<file path="src/rtl/uart_pkg.sv">
// Shared UART definitions: prescale encodings, receive FSM states and
// the prescale-to-oversample-ratio mapping used by the RX and TX sides.
package uart_pkg;

  localparam logic [1:0] OVS_X8  = 2'd0;
  localparam logic [1:0] OVS_X16 = 2'd1;
  localparam logic [1:0] OVS_X32 = 2'd2;

  typedef enum logic [1:0] {
    ST_IDLE  = 2'd0,
    ST_START = 2'd1,
    ST_DATA  = 2'd2,
    ST_STOP  = 2'd3
  } ovs_state_e;

  // The reserved encoding 3 falls into the default and runs at x16.
  function automatic logic [5:0] ovs_ratio(input logic [1:0] prescale);
    case (prescale)
      OVS_X8:  return 6'd8;
      OVS_X16: return 6'd16;
      OVS_X32: return 6'd32;
      default: return 6'd16;
    endcase
  endfunction

  function automatic logic maj3(input logic a, input logic b, input logic c);
    return (a & b) | (a & c) | (b & c);
  endfunction

endpackage

</file>
<file path="src/rtl/ovs_tick_gen.sv">
// Programmable oversample tick generator: one tick every baud_div+1 clocks
// while enabled; the counter is held at zero while disabled.
module ovs_tick_gen #(
  parameter int DIV_W = 16
) (
  input  logic             clk,
  input  logic             rst_n,
  input  logic             en,
  input  logic [DIV_W-1:0] baud_div,
  output logic             tick
);

  logic [DIV_W-1:0] div_cnt_q;
  logic [DIV_W-1:0] div_cnt_d;
  logic             hit;

  assign hit  = (div_cnt_q == baud_div);
  assign tick = en & hit;

  always_comb begin
    div_cnt_d = div_cnt_q;
    if (!en) begin
      div_cnt_d = '0;
    end else if (hit) begin
      div_cnt_d = '0;
    end else begin
      div_cnt_d = div_cnt_q + {{(DIV_W-1){1'b0}}, 1'b1};
    end
  end

  always_ff @(posedge clk or negedge rst_n) begin
    if (!rst_n) begin
      div_cnt_q <= '0;
    end else begin
      div_cnt_q <= div_cnt_d;
    end
  end

endmodule

</file>
<file path="src/rtl/uart_rx_oversampler.sv">
// UART RX oversampler: start detect and mid-bit recovery at x8/x16/x32.
// Define OVS_MAJORITY_EN for a 3-sample majority decision; otherwise the mid sample decides.
module uart_rx_oversampler
  import uart_pkg::*;
#(
  parameter int DIV_W      = 16,
  parameter int FRAME_BITS = 10
) (
  input  logic             clk,
  input  logic             rst_n,
  input  logic             en,
  input  logic [1:0]       prescale,
  input  logic [DIV_W-1:0] baud_div,
  input  logic             rx,
  output logic             tick,
  output logic             bit_valid,
  output logic             bit_val,
  output logic             frame_done,
  output logic             frame_err,
  output logic             start_err,
  output logic             busy,
  output logic [1:0]       dbg_state
);

  localparam int BIT_W = $clog2(FRAME_BITS);
  localparam logic [BIT_W-1:0] LAST_DATA = BIT_W'(FRAME_BITS - 3);
  localparam logic [BIT_W-1:0] BIT_ONE   = BIT_W'(1);

  ovs_state_e       state_q;
  logic             rx_meta_q, rx_s_q;
  logic [4:0]       ovs_cnt_q;
  logic [BIT_W-1:0] bit_cnt_q;
  logic [5:0]       n_lat_q;
  logic             bit_valid_q, bit_val_q, frame_done_q, frame_err_q, start_err_q;
  logic [5:0]       ovs6, half6, dec6, last6;
  logic             at_dec, at_last, active, decision;
  logic [4:0]       ovs_next;

  ovs_tick_gen #(.DIV_W(DIV_W)) u_tick_gen (
    .clk      (clk),
    .rst_n    (rst_n),
    .en       (en),
    .baud_div (baud_div),
    .tick     (tick)
  );

  always_ff @(posedge clk or negedge rst_n) begin
    if (!rst_n) begin
      rx_meta_q <= 1'b1;
      rx_s_q    <= 1'b1;
    end else begin
      rx_meta_q <= rx;
      rx_s_q    <= rx_meta_q;
    end
  end

  assign ovs6     = {1'b0, ovs_cnt_q};
  assign half6    = n_lat_q >> 1;
  assign dec6     = half6 + 6'd1;
  assign last6    = n_lat_q - 6'd1;
  assign at_dec   = (ovs6 == dec6);
  assign at_last  = (ovs6 == last6);
  assign active   = (state_q != ST_IDLE);
  assign ovs_next = at_last ? 5'd0 : ovs_cnt_q + 5'd1;

`ifdef OVS_MAJORITY_EN
  // Holds the N/2-1 and N/2 samples; the N/2+1 sample is taken live from rx_s_q.
  logic [1:0] samp_q;
  logic [5:0] pre6;
  logic       samp_hit;
  assign pre6     = half6 - 6'd1;
  assign samp_hit = active && ((ovs6 == pre6) || (ovs6 == half6) || at_dec);
  always_comb begin
    decision = maj3(samp_q[1], samp_q[0], rx_s_q);
  end
`else
  logic samp_mid_q;
  logic samp_hit;
  assign samp_hit = active && (ovs6 == half6);
  always_comb begin
    decision = samp_mid_q;
  end
`endif

  always_ff @(posedge clk or negedge rst_n) begin
    if (!rst_n) begin
      state_q      <= ST_IDLE;
      ovs_cnt_q    <= '0;
      bit_cnt_q    <= '0;
      n_lat_q      <= 6'd16;
`ifdef OVS_MAJORITY_EN
      samp_q       <= '0;
`else
      samp_mid_q   <= 1'b0;
`endif
      bit_valid_q  <= 1'b0;
      bit_val_q    <= 1'b0;
      frame_done_q <= 1'b0;
      frame_err_q  <= 1'b0;
      start_err_q  <= 1'b0;
    end else begin
      bit_valid_q  <= 1'b0;
      frame_done_q <= 1'b0;
      frame_err_q  <= 1'b0;
      start_err_q  <= 1'b0;
      if (!en) begin
        // Disable wins over any decision landing in the same clock.
        state_q    <= ST_IDLE;
        ovs_cnt_q  <= '0;
        bit_cnt_q  <= '0;
        bit_val_q  <= 1'b0;
`ifdef OVS_MAJORITY_EN
        samp_q     <= '0;
`else
        samp_mid_q <= 1'b0;
`endif
      end else if (tick) begin
        if (samp_hit) begin
`ifdef OVS_MAJORITY_EN
          samp_q <= {samp_q[0], rx_s_q};
`else
          samp_mid_q <= rx_s_q;
`endif
        end
        case (state_q)
          ST_IDLE: begin
            if (!rx_s_q) begin
              state_q   <= ST_START;
              ovs_cnt_q <= 5'd1;
              bit_cnt_q <= '0;
              n_lat_q   <= ovs_ratio(prescale);
            end
          end
          ST_START: begin
            if (at_dec && decision) begin
              start_err_q <= 1'b1;
              state_q     <= ST_IDLE;
              ovs_cnt_q   <= '0;
            end else begin
              ovs_cnt_q <= ovs_next;
              if (at_last) state_q <= ST_DATA;
            end
          end
          ST_DATA: begin
            ovs_cnt_q <= ovs_next;
            if (at_dec) begin
              bit_valid_q <= 1'b1;
              bit_val_q   <= decision;
            end
            if (at_last) begin
              if (bit_cnt_q == LAST_DATA) begin
                state_q   <= ST_STOP;
                bit_cnt_q <= '0;
              end else begin
                bit_cnt_q <= bit_cnt_q + BIT_ONE;
              end
            end
          end
          ST_STOP: begin
            if (at_dec) begin
              frame_done_q <= 1'b1;
              frame_err_q  <= ~decision;
              state_q      <= ST_IDLE;
              ovs_cnt_q    <= '0;
            end else begin
              ovs_cnt_q <= ovs_next;
            end
          end
          default: state_q <= ST_IDLE;
        endcase
      end
    end
  end

  assign bit_valid  = bit_valid_q;
  assign bit_val    = bit_val_q;
  assign frame_done = frame_done_q;
  assign frame_err  = frame_err_q;
  assign start_err  = start_err_q;
  assign busy       = active;
  assign dbg_state  = state_q;

endmodule

</file>
<file path="config.mk">
export PLATFORM = sky130hd
export DESIGN_NAME = uart_rx_oversampler
export DESIGN_NICKNAME = d
export VERILOG_FILES = /design/src/rtl/uart_pkg.sv /design/src/rtl/ovs_tick_gen.sv /design/src/rtl/uart_rx_oversampler.sv
export SDC_FILE = /design/constraint.sdc
export NUM_CORES = 1
export LEC_CHECK = 0
export CAP_MARGIN = 20
export CORE_MARGIN = 5
export CORE_UTILIZATION = 50
export DETAILED_ROUTE_END_ITERATION = 8
export PLACE_DENSITY = 0.82
export REMOVE_ABC_BUFFERS = 1
export SLEW_MARGIN = 20
export SYNTH_ARGS = -nofsm -noshare
export SYNTH_HDL_FRONTEND = slang
export SYNTH_SLANG_ARGS = --single-unit
</file>
<file path="constraint.sdc">
create_clock -name clk -period 5.2 [get_ports clk]
set_input_delay 1.04 -clock clk [delete_from_list [all_inputs] [get_ports clk]]
set_output_delay 1.04 -clock clk [all_outputs]
set_load 0.01 [all_outputs]
</file>
==> impl_results.md, run 1 <==
- Cell Area, Synth: 2283 sq um
- Num rows: 24
- Setup Fix Bufs, Post-CTS: 0
- 1st-iter DRT viols: 117
- DPL Wire Length: 3522 microns
- Met2 global-route usage: 27.71%
- Die area: 6019 sq um
- Max incr delay on CP: 0.64 ns
- Share of cells above drive strength 1: 9.811%
- Final Setup Violations: 0
- HP Class: flop to flop
- Largest net degree at the start of global routing: 39
- Clk slew on worst S/H paths: 0.07 ns
- Crit path kind: primary input to output port
- CTS tree: built
- Max Cap Viol: 0
- Main synth FF type: dfrtp_1
- I/O pins: 31
- Root Buffer: clkbuf_8
- Leakage: 1.070 nW
- Mapped Cells: 235
- Leading area contributor after synthesis: dfrtp_1
- Die width: 77.58 microns
- WL/cell: 14.97 microns
- WP data arrival: 3.17 ns
- First-pass GRT wire length: 8197 microns
- Total GRT Usage: 16.63%
- Seq/Total Area, Yosys: 41.81%
- CP max stage cell: or4_4
- Clock power share: 30.4%
- Core Footprint: 4384 sq um
- GR peak layer: met2
- CTS max path bufs: 2
- Area post-placement: 2610 sq um
- Layout Cell Area excl Fill: 2689 sq um
- Skew-Pair Late Insertion Delay: 0.29 ns
- Via count: 1829
- Yosys reg bits: 38
- Clock skew: 0.003720 ns
- Outcome: completed
- Worst path bufs/invs: 2
- Cells along the critical path: clkdlybuf4s50_1 -> xnor2_1 -> nand4_1 -> or4_4 -> nor2_1 -> clkdlybuf4s50_1
- Cell mode on critical path: clkdlybuf4s50_1
- Maximum fanout along the worst path: 7
- Post-synth EDFFs: 0
- Antenna cell count: 0
- Sequential power share: 51.1%
- Sw Ratio: 28.82%
- Post-Syn Area per Cell: 9.717 sq um
- Die H: 77.58 microns
- Vias per cell: 5.770
- Routability cong.: 0.8626
- Fin. Hold Viols: 0
- Total routed wirelength: 4744 microns
- NumNets Final: 293
- Final TNS setup: 0 ns
- Unrepaired setup endpoints after global routing: no
- Worst Tran Pin Value: 0.8520 ns
- CTS Buf Count: 5
- CTS HTree Levels: 2
- Drc violations: 0
- Final ANT Viol Nets: 0
- First drt pass iteration count: 4
- Post-synth top area share: 38.36%
- Cell variety after synth: 43
- Initial antenna violation count: 0
- Grt met1 use: 20.87%
- GR Util met3: 4.745%
- Comb power frac: 18.5%
- Post-CTS Hold Fix Bufs: 0
- Max-slew headroom: 42.73%
- Vias in the first global route: 1835
- VDD IR max: 136.8 uV
- CTS resizes: 0
- CP Launch Type: primary input
- Power Dens Cells: 232.0 nW/um^2
- Switching power: 0.1797 mW
- YS warnings: 0
- CP required: 4.16 ns
- Buffers on Ports: 30
- Synthesis-to-layout area growth: 17.75%
- CP delay by family, top: buffers and inverters
- Crit. End Element: output port
- Starting density of the core: 52.08%
- Clock sinks: 38
- Max Freq: 237.3 MHz
- Post-layout minimum cycle time: 4.213 ns
- Asr flop ratio synth: 100.0%
- Int Pwr: 0.4440 mW
- Final slew viol count: 0
- Crit share post-route: 81.03%
- Gr ovfl total: 0
- Main area contributors after synthesis: dfrtp_1, xnor2_1, nor2_1
==> flip-flops by register name, summed over array words and instances (netlist names) <==
signal                count
u_tick_gen.div_cnt_q     16
ovs_cnt_q                 5
bit_cnt_q                 4
n_lat_q                   3
dbg_state                 2
bit_val                   1
bit_valid                 1
decision                  1
frame_done                1
frame_err                 1
rx_meta_q                 1
rx_s_q                    1
start_err                 1
==> layout make-up <==
cell class                 count  area [sq um]
fill                         364          1695
multi-input combinational    178          1242
sequential                    38         954.7
timing repair buffer          32         310.3
clock buffer                   5         68.82
tap                           52         65.06
inverter                      10         37.54
clock inverter                 2         10.01
==> routing by layer <==
layer	vias to the layer above	share of wire, %
met5	-	0
met4	0	0.93
met3	6	5.1
met2	53	49
met1	882	45
li1	888	-
==> final timing paths <==
path / startpoint / to / slack [ns] / cells after the start
worst min register to register: rx_meta_q$_DFF_PN1_ / rx_s_q$_DFF_PN1_ / 0.36 / 0
worst max register to register: n_lat_q[4]$_DFFE_PN1P_ / bit_cnt_q[0]$_DFFE_PN0P_ / 2.55 / 6
min in group asynchronous: rst_n / u_tick_gen.div_cnt_q[4]$_DFF_PN0_ / 0.85 / 1
worst max-delay path: baud_div[5] / tick / 0.99 / 6
max in group asynchronous: rst_n / dbg_state[1]$_DFFE_PN0P_ / 3.83 / 1
worst min-delay path: rx_meta_q$_DFF_PN1_ / rx_s_q$_DFF_PN1_ / 0.36 / 0
==> synth_stat cells, drive strengths merged, types with 3 or more instances <==
library cell / number
a211oi: 4
a21oi: 3
and3: 6
clkbuf: 7
dfrtp: 35
dfstp: 3
ha: 6
inv: 10
mux2: 3
nand2: 20
nand3: 11
nand4: 15
nor2: 29
nor3: 7
nor3b: 3
o21ai: 9
or4: 4
xnor2: 25
xor2: 11
==> cell families after synthesis <==
family	Yosys count	share of synthesized area (%)
AO/OA/AOI/OAI	27	8.603
XOR/XNOR	36	15.29
adder cells (fa/ha/maj)	6	3.288
buffers and inverters	19	3.781
flip-flops	38	41.81
multiplexers	5	2.849
AND/OR/NAND/NOR	104	24.38
==> metrics by stage <==
stage / worst slack, ns / utilization (%) / hold slack [ns] / std cells / power, mW
final: 0.9866 / 61.33 / 0.3581 / 317 / 0.6237
after global routing: 0.8838 / 61.33 / 0.3642 / 317 / 0.6579
after CTS: 0.9733 / 61.33 / 0.3572 / 317 / 0.6293
after detailed placement: 0.9751 / 59.53 / 0.3472 / 310 / 0.4394
after global placement: 0.9911 / 59.53 / 0.3462 / 310 / 0.4360
after floorplan: 1.970 / - / 0.3452 / 226 / 0.3797
==> cells in the final DEF (no fill, tap or decap), types with 5 or more instances in the layout <==
cell and n:
and3_1 6, clkbuf_8 5, clkdlybuf4s50_1 29, dfrtp_1 35, ha_1 6, inv_1 10
nand2_1 20, nand3_1 11, nand4_1 14, nor2_1 29, nor3_1 7, o21ai_0 9
xnor2_1 22, xor2_1 11
==> power groups by stage <==
stage / logic (mW) / registers (mW) / clock network (mW)
floorplan: 0.0576 / 0.322 / 0
global placement: 0.113 / 0.323 / 0
detailed placement: 0.115 / 0.324 / 0
CTS: 0.116 / 0.319 / 0.194
global route: 0.127 / 0.321 / 0.210
finish: 0.115 / 0.319 / 0.189
Note: power is estimated with default switching activity, not from simulation.
==> inputs of run 2 (changes only) <==
- clock period: 5.2 -> 4.35 ns (I/O delays scaled with it)
==> impl_results.md, run 2 (synthesis results as in run 1) <==
- Switching power: 0.2097 mW (was 0.1797 mW)
- Crit path kind: primary input to output port (unchanged)
- Die width: 77.58 microns (unchanged)
- Drc violations: 0 (unchanged)
- Top flop regs: u_tick_gen.div_cnt_q x16, ovs_cnt_q x5, bit_cnt_q x4 (unchanged)
- Final ANT Viol Nets: 0 (unchanged)
- Max incr delay on CP: 0.61 ns (was 0.64 ns)
- Max Freq: 256.5 MHz
- Leakage: 1.075 nW (was 1.070 nW)
- Post-layout minimum cycle time: 3.899 ns
- 1st-iter DRT viols: 77 (was 117)
- Largest net degree at the start of global routing: 39 (unchanged)
- WL/cell: 15.25 microns (was 14.97 microns)
- Skew-Pair Late Insertion Delay: 0.28 ns (was 0.29 ns)
- Cell mode on critical path: clkdlybuf4s50_1 (unchanged)
- Starting density of the core: 52.08% (unchanged)
- Buffers on Ports: 30 (unchanged)
- I/O pins: 31 (unchanged)
- Final TNS setup: 0 ns (unchanged)
- Cells along the critical path: clkdlybuf4s50_1 -> xnor2_1 -> nand4_1 -> or4_4 -> nor2_1 -> clkdlybuf4s50_1 (unchanged)
- Most common cell after layout, fill and taps aside: dfrtp_1 (unchanged)
- Vias in the first global route: 1821 (was 1835)
- Max FFs per register: 16 (unchanged)
- Sw Ratio: 28.30% (was 28.82%)
- Num rows: 24 (unchanged)
- Max-slew headroom: 44.15% (was 42.73%)
- Root Buffer: clkbuf_8 (unchanged)
- Synthesis-to-layout area growth: 18.08% (was 17.75%)
- Worst Tran Pin Value: 0.8309 ns (was 0.8520 ns)
- Maximum fanout along the worst path: 7 (unchanged)
- Crit. End Element: output port (unchanged)
- Max Cap Viol: 0 (unchanged)
- Routability cong.: 0.8522 (was 0.8626)
- Total GRT Usage: 16.86% (was 16.63%)
- CTS HTree Levels: 2 (unchanged)
- NumNets Final: 294 (was 293)
- Crit share post-route: 89.63%
- Comb power frac: 18.6% (was 18.5%)
- Register area: 954.7 sq um (unchanged)
- CP Launch Type: primary input (unchanged)
- Most frequent cells in the layout: dfrtp_1, nor2_1, clkdlybuf4s50_1, xnor2_1, nand2_1 (unchanged)
- Die area: 6019 sq um (unchanged)
- DPL Wire Length: 3594 microns (was 3522 microns)
- CTS Buf Count: 5 (unchanged)
- Total routed wirelength: 4848 microns (was 4744 microns)
- Via count: 1799 (was 1829)
- Unrepaired setup endpoints after global routing: no (unchanged)
- Setup Fix Bufs, Post-CTS: 0 (unchanged)
- Int Pwr: 0.5313 mW (was 0.4440 mW)
- Antenna cell count: 0 (unchanged)
- Clock sinks: 38 (unchanged)
- Power Dens Cells: 274.8 nW/um^2 (was 232.0 nW/um^2)
- FILL cells: 353 (was 364)
- First drt pass iteration count: 4 (unchanged)
- Outcome: completed (unchanged)
- Fin. Hold Viols: 0 (unchanged)
- Final Setup Violations: 0 (unchanged)
- Die H: 77.58 microns (unchanged)
- CP required: 3.48 ns (was 4.16 ns)
- Vias per cell: 5.657 (was 5.770)
- CP max stage cell: or4_4 (unchanged)
- Gr ovfl total: 0 (unchanged)
- First-pass GRT wire length: 8321 microns (was 8197 microns)
- Clock power share: 30.1% (was 30.4%)
- VDD IR max: 213.9 uV (was 136.8 uV)
- Sequential power share: 51.4% (was 51.1%)
- CTS resizes: 0 (unchanged)
- WHS: 0.3571 ns (was 0.3581 ns)
- Clk slew on worst S/H paths: 0.07 ns (about the same)
- Share of cells above drive strength 1: 10.15% (was 9.811%)
- Biggest register: u_tick_gen.div_cnt_q (unchanged)
- HP Class: flop to flop (unchanged)
- Initial antenna violation count: 0 (unchanged)
- WP data arrival: 3.03 ns (was 3.17 ns)
- Post-CTS Hold Fix Bufs: 0 (unchanged)
- Core Footprint: 4384 sq um (unchanged)
- CTS max path bufs: 2 (unchanged)
- Clock skew: 0.007061 ns (was 0.003720 ns)
- Final slew viol count: 0 (unchanged)
- Multi-input gate area: 1242 sq um (unchanged)
- CTS tree: built (unchanged)
==> run 2: cell count changes in the layout (fill, tap and decap cells not counted) <==
cell	delta
buf_4	+1
==> run 2: area by class of cell <==
cell class,count,share of cell area (%)
Multi-Input combinational cell,178,46.08
Sequential cell,38,35.41
Timing Repair Buffer,33,11.79
Clock buffer,5,2.552
Tap cell,52,2.413
Inverter,10,1.392
Clock inverter,2,0.3712
==> run 2: power by group through the flow <==
stage / Clock, mW / Combinational (mW) / Sequential, mW
detailed placement: 0 / 0.138 / 0.387
global placement: 0 / 0.135 / 0.387
CTS: 0.229 / 0.139 / 0.380
finish: 0.223 / 0.138 / 0.381
global route: 0.247 / 0.153 / 0.382
floorplan: 0 / 0.0689 / 0.385
==> run 2: layer usage <==
| layer | up-vias | GRT usage [%] | share of wire, % |
|---|---|---|---|
| met5 | - | 0 | 0 |
| met4 | 0 | 3.780 | 0.70 |
| met3 | 4 | 4.977 | 4.9 |
| met2 | 41 | 29.30 | 50 |
| met1 | 860 | 20.56 | 45 |
| li1 | 894 | - | - |
==> run 2: path summary, 6_finish.rpt <==
path                                   startpoint                           endpoint  slack [ns]  depth (start not counted)
max                                   baud_div[7]                               tick        0.45                          6
min                           rx_meta_q$_DFF_PN1_                   rx_s_q$_DFF_PN1_        0.36                          0
max reg2reg                n_lat_q[4]$_DFFE_PN1P_           bit_cnt_q[0]$_DFFE_PN0P_        1.71                          6
min reg2reg                   rx_meta_q$_DFF_PN1_                   rx_s_q$_DFF_PN1_        0.36                          0
max in group asynchronous                   rst_n           bit_cnt_q[3]$_DFFE_PN0P_        3.14                          1
min in group asynchronous                   rst_n  u_tick_gen.div_cnt_q[6]$_DFF_PN0_        0.68                          1
==> run 2: critical path, delay by kind of cell <==
| family | cells | cell delay, ns |
|---|---|---|
| and+or+nand+nor | 3 | 0.99 |
| xor gates and xnor gates | 1 | 0.14 |
| buffers and inverters | 2 | 1.04 |
==> run 2: metrics by stage <==
| stage | util (%) | worst slack (ns) | instance area [sq um] | total power, mW | cells |
|---|---|---|---|---|---|
| after CTS | 61.50 | 0.4571 | 2696 | 0.7481 | 318 |
| after floorplan | - | 1.460 | 2235 | 0.4539 | 226 |
| after detailed placement | 59.70 | 0.4563 | 2618 | 0.5245 | 311 |
| after global placement | 59.70 | 0.4818 | 2618 | 0.5216 | 311 |
| final | 61.50 | 0.4510 | 2696 | 0.7409 | 318 |
| after global routing | 61.50 | 0.3827 | 2696 | 0.7831 | 318 |
